$ cat src/rtl/presettable_counter_74x161.sv
// Synchronous presettable modulo-N counter with ENP/ENT cascade enables and ripple-carry output.
// Optional up/down counting (extra up_dn port) is enabled by defining COUNTER_74X161_UPDOWN_EN.
module presettable_counter_74x161 #(
  parameter int WIDTH       = 4,
  parameter int MODULUS     = 2**WIDTH,
  parameter int RESET_VALUE = 0
) (
  input  logic             C,
  input  logic             R,
  input  logic             clr_n,
  input  logic             load_n,
  input  logic             enp,
  input  logic             ent,
`ifdef COUNTER_74X161_UPDOWN_EN
  input  logic             up_dn,
`endif
  input  logic [WIDTH-1:0] d,
  output logic [WIDTH-1:0] q,
  output logic             rco
);

  localparam logic [WIDTH:0]   MOD_EXT    = (WIDTH+1)'(MODULUS);
  localparam logic [WIDTH:0]   TOP_EXT    = (WIDTH+1)'(MODULUS - 1);
  localparam logic [WIDTH-1:0] TOP_VAL    = WIDTH'(MODULUS - 1);
  localparam logic [WIDTH-1:0] RST_VAL    = WIDTH'(RESET_VALUE);
  localparam logic [WIDTH-1:0] ZERO_VAL   = {WIDTH{1'b0}};

  logic [WIDTH-1:0] r_q;
  logic [WIDTH-1:0] w_next;
  logic [WIDTH-1:0] w_count;
  logic [WIDTH:0]   w_inc_ext;
  logic             w_up;
  logic             w_rco;

  // Increment one bit wider so q = 2**WIDTH-1 cannot alias back into range.
  function automatic logic [WIDTH-1:0] up_next(input logic [WIDTH:0] inc_ext);
    if (inc_ext >= MOD_EXT) begin
      up_next = ZERO_VAL;
    end else begin
      up_next = inc_ext[WIDTH-1:0];
    end
  endfunction

  // Out-of-range values (only reachable by load) re-enter at the top of the range.
  function automatic logic [WIDTH-1:0] down_next(input logic [WIDTH-1:0] cur);
    if ((cur == ZERO_VAL) || ({1'b0, cur} >= MOD_EXT)) begin
      down_next = TOP_VAL;
    end else begin
      down_next = cur - {{(WIDTH-1){1'b0}}, 1'b1};
    end
  endfunction

`ifdef COUNTER_74X161_UPDOWN_EN
  assign w_up = up_dn;
`else
  assign w_up = 1'b1;
`endif

  assign w_inc_ext = {1'b0, r_q} + {{WIDTH{1'b0}}, 1'b1};

  // Count value and next-state selection: clear > load > count > hold.
  always_comb begin
    w_count = r_q;
    w_next  = r_q;
    if (w_up) begin
      w_count = up_next(w_inc_ext);
    end else begin
      w_count = down_next(r_q);
    end
    if (!clr_n) begin
      w_next = ZERO_VAL;
    end else if (!load_n) begin
      w_next = d;
    end else if (enp && ent) begin
      w_next = w_count;
    end else begin
      w_next = r_q;
    end
  end

  // Counter state register with asynchronous reset.
  always_ff @(posedge C or posedge R) begin
    if (R) begin
      r_q <= RST_VAL;
    end else begin
      r_q <= w_next;
    end
  end

  // Terminal-count detect: exact equality only, so loaded out-of-range values never carry.
  always_comb begin
    w_rco = 1'b0;
    if (w_up) begin
      w_rco = ent && ({1'b0, r_q} == TOP_EXT);
    end else begin
      w_rco = ent && (r_q == ZERO_VAL);
    end
  end

  assign q   = r_q;
  assign rco = w_rco;

endmodule

$ cat config.mk
export PLATFORM = sky130hd
export DESIGN_NAME = presettable_counter_74x161
export DESIGN_NICKNAME = d
export VERILOG_FILES = /design/src/rtl/presettable_counter_74x161.sv
export SDC_FILE = /design/constraint.sdc
export NUM_CORES = 1
export LEC_CHECK = 0
export CORE_AREA = 2 2 39 41
export CTS_CLUSTER_DIAMETER = 60
export CTS_CLUSTER_SIZE = 25
export DETAILED_ROUTE_END_ITERATION = 8
export DIE_AREA = 0 0 41 43
export GPL_TIMING_DRIVEN = 0
export PLACE_DENSITY = 0.56
export SYNTH_ARGS = -nofsm -noshare
export SYNTH_HDL_FRONTEND = slang
export SYNTH_SLANG_ARGS = --single-unit
$ cat constraint.sdc
create_clock -name C -period 1.7 [get_ports C]
set_input_delay 0.34 -clock C [delete_from_list [all_inputs] [get_ports C]]
set_output_delay 0.34 -clock C [all_outputs]
set_load 0.01 [all_outputs]
### Word-level counts from Yosys, hierarchy flattened

Cells that the tools add are included.
W data, S select, Z words.

| operators by class | value |
|---|---|
| divide/modulo/power cells | 0 |
| equal/unequal tests | 2 |
| bitwise operators | 0 |
| reductions and logical operators | 2 |
| shift-type cells | 0 |
| magnitude comparators | 1 |
| add/sub/neg operators | 1 |
| multiplexer cells | 4 |
| multipliers | 0 |

Operators with widths:

| kind | count |
|---|---|
| $mux W4 | 4 |
| $add A4 B1 Y5 const B | 1 |
| $ge A5 B5 Y1 const B | 1 |
| $eq A4 B4 Y1 const B | 1 |
| $ne A3 B2 Y1 const B | 1 |
| $logic_and A1 B1 Y1 | 2 |

| word-level totals | value |
|---|---|
| bits in read-only memories | 0 |
| memories | 0 |
| bits in latches | 0 |
| bits in writable memories | 0 |
| bits in registers | 4 |

### Logic depth before layout (Yosys ltp)

| depth | value |
|---|---|
| depth after elaboration | 6 |
| gate-level depth with buffers | 4 |
| mapped depth without buffers | 4 |

### Least setup slack after synthesis

OpenSTA, ideal clock, no wires.

| timing | value |
|---|---|
| kind | register -> output |
| start point | register r_q[0] (netlist: q[0]) |
| end point | output port rco |
| cell stages (with the launch flop) | 3 |
| buffers on the path | 0 |
| data arrival time | 0.928 ns |
| slack | 0.432 ns |
| cells stage by stage | dfrtp_1 > ha_1 > and4_2 |

| on the way | value |
|---|---|
| word-level cells in the longest chain between the ends | 2 |

Ends and longest elaborated chain:

| what | RTL line | text |
|---|---|---|
| start: declaration | 28 | `logic [WIDTH-1:0] r_q;` |
| start signal: assignment | 86 | `r_q <= w_next;` |
| $eq A4 B4 Y1 | 94 | `w_rco = ent && ({1'b0, r_q} == TOP_EXT);` |
| $logic_and A1 B1 Y1 | 94 |  |
| end: declaration | 19 | `output logic rco` |

No other way between the ends.

### Worst setup path after layout

| timing | value |
|---|---|
| start point | register r_q[1] (netlist: q[1]) |
| end point | output port q[1] |

RTL lines:

| what | RTL line | text |
|---|---|---|
| end: declaration | 18 | `output logic [WIDTH-1:0] q,` |

No word-level cell between the ends.

==> flow_summary.json <==
{
  "start_util_pct": 18.44,
  "fin_hold_ws_ns": 0.2908,
  "antenna_found_initial": 0,
  "cpMaxStageDelayCell": "clkdlybuf4s50_1",
  "ir_drop_uv": 299.8,
  "synth_cell_types": 18,
  "hold_class": "in2async",
  "cts_buffer_depth": 2,
  "grt-ovfl-total": 0,
  "critPathMaxFanout": 4,
  "critPathLaunchType": "flop",
  "synth_edf_count": 0,
  "clkLatencyLatePin_ns": 0.23,
  "ys_seq_area_share_pct": 39.22,
  "required_ns": 1.36,
  "pin_count": 15,
  "pwr-share-comb_pct": 24.2,
  "clkSinkCount": 4,
  "intPower_mw": 0.2248,
  "worstPathArrival_ns": 1.29,
  "period_needed_ns": 1.627,
  "yosysMostFrequentCell": "dfrtp_1",
  "ys_top_cells_by_count": "dfrtp_1 (4), a21oi_1 (3), inv_1 (3), nand3_1 (3)",
  "area_growth_pct": 78.43,
  "root_buffer": "clkbuf_4",
  "worst_pin_slew_ns": 0.2250,
  "power_density_nw_per_um2": 658.8,
  "synth_area_leaders": "dfrtp_1 (39%), a21oi_1 (5.9%), nand3_1 (5.9%)",
  "fp.dieH_um": 43,
  "fillers": 155,
  "multiInputGateArea_um2": 151.4,
  "setup_violations": 0,
  "ys_ff_latch": 4,
  "ys.warnings.count": 0,
  "drv_cap": 0,
  "drt_wl_total_um": 676,
  "fmax_ghz": 0.6145,
  "switching_share_pct": 25.06,
  "crit_chain": "buf_4 > clkdlybuf4s50_1",
  "syn-num-nets": 40,
  "place_area_um2": 405.4,
  "synth_area_per_cell_um2": 8.802,
  "seqPwrFrac_pct": 36.9,
  "drt-pass1-iter-count": 2,
  "cts_made_buffers": 3,
  "synth_top_area_cell": "dfrtp_1",
  "synth_top_area_share_pct": 39.22,
  "hold_buffers": 0,
  "layout.area.seq_um2": 101.3,
  "status": "finished clean",
  "synth_area_um2": 255.2,
  "synth_cells": 29,
  "power.leakage_nw": 0.1836,
  "ys.flop_type": "dfrtp_1",
  "portBuffers": 13,
  "rows": 14,
  "hold_viol_final": 0,
  "drive_gt1_share_pct": 21.28,
  "slew_violations": 0,
  "largest_reg_flops": 4,
  "core_area_um2": 1384,
  "fin_crit_sh_pct": 95.73,
  "drc_errors": 0,
  "cts_tree": "done",
  "wire_per_inst_um": 10.73,
  "async_reset_ff_share_pct": 100.0,
  "grt_use_total_pct": 9.778,
  "antenna_left": 0,
  "maxSlewHeadroom_pct": 84.90,
  "grt_pass1_vias": 266,
  "nets": 60,
  "die-area_um2": 1763,
  "grt_max_degree": 10,
  "crit_type": "reg2out",
  "htree_levels": 1,
  "final_area_um2": 455.4,
  "drt_iter0_markers": 10,
  "grt_pass1_wl_mm": 1.069,
  "critPathMaxStageDelay_ns": 0.53,
  "pwr-share-clk_pct": 39.0,
  "clkTransAtPathRegs_ns": 0.04,
  "power.switching_mw": 0.07520,
  "antenna_cells": 0,
  "grt_setup_unrepaired": "false",
  "avgViaCountPerCell": 4.508,
  "finClkSkew_ns": 0.001916,
  "vias": 284,
  "hpwl_um": 511.7,
  "gp_routability_congestion": 0.6683,
  "dieWidth_um": 41,
  "crit_path_end_kind": "output pin"
}
[power groups by stage]
stage	clock (mW)	sequential [mW]	combinational (mW)
floorplan	0	0.114	0.0223
global placement	0	0.113	0.0630
detailed placement	0	0.113	0.0634
CTS	0.122	0.109	0.0718
global route	0.129	0.112	0.0802
finish	0.117	0.111	0.0725
[cell type report]
type | instances | share of cell area (%)
Inverter | 3 | 2.473
Buffer | 1 | 1.099
Multi-Input combinational cell | 21 | 33.24
Timing Repair Buffer | 15 | 31.59
Sequential cell | 4 | 22.25
Clock buffer | 3 | 4.945
Tap cell | 16 | 4.396
[through the flow]
stage | TNS [ns] | cells | setup WS, ns | utilization (%) | power (mW)
finish | 0 | 63 | 0.07260 | 32.91 | 0.3000
global route | 0 | 63 | 0.01897 | 32.91 | 0.3206
CTS | 0 | 63 | 0.008299 | 32.10 | 0.3035
detailed placement | -0.3057 | 58 | -0.3057 | 29.29 | 0.1765
global placement | -0.2961 | 58 | -0.2961 | 29.29 | 0.1763
floorplan | 0 | 29 | 0.4322 | - | 0.1360
[timing repair]
item	CTS	global route
resized for setup	4	2
endpoints found under the setup margin	1	1
buffers inserted	2	0
[layout by cell type, fill, tap and decap left out, drive strengths merged]
master,n
nand3,3
dlygate4sd2,1
buf,3
clkdlybuf4s15,1
a2bb2oi,1
a21oi,3
xor2,1
a31oi,1
nand2,3
a311o,1
and4,1
a311oi,1
nor2,1
inv,3
dfrtp,4
clkbuf,3
clkdlybuf4s50,11
o211ai,1
nand4b,1
o21ai,2
ha,1
[path summary, 6_finish.rpt]
path	startpoint	end	slack, ns	depth (start not counted)
max	q[1]	q[1]	0.07	2
min	R	q[3]	0.29	2
max reg2reg	q[0]	q[0]	0.50	3
min reg2reg	q[3]	q[3]	0.63	2
max in group asynchronous	R	q[0]	1.25	2
min in group C	load_n	q[2]	0.40	2
[per-layer routing]
| metal | wire [um] | global-route usage [%] | vias up |
|---|---|---|---|
| li1 | - | - | 145 |
| met1 | 318 | 11.40 | 128 |
| met2 | 320 | 12.81 | 11 |
| met3 | 37 | 6.283 | 0 |
| met4 | 0 | 6.000 | 0 |
| met5 | 0 | 0 | - |
[worst max-delay path, delay by kind of cell, from the launching register on]
kind                   cells  cell delay (ns)
flip-flops                 1             0.38
buffers and inverters      2             0.68
[cell families after synthesis]
kind of cell | count (synthesis) | synth area share, %
flip-flops | 4 | 39.22
adder cells (fa/ha/maj) | 1 | 4.901
XOR/XNOR | 1 | 3.432
buffers and inverters | 4 | 6.370
AO/OA/AOI/OAI | 10 | 25.98
AND/OR/NAND/NOR | 9 | 20.10
No activity file was read; power rests on OpenSTA's default activity.
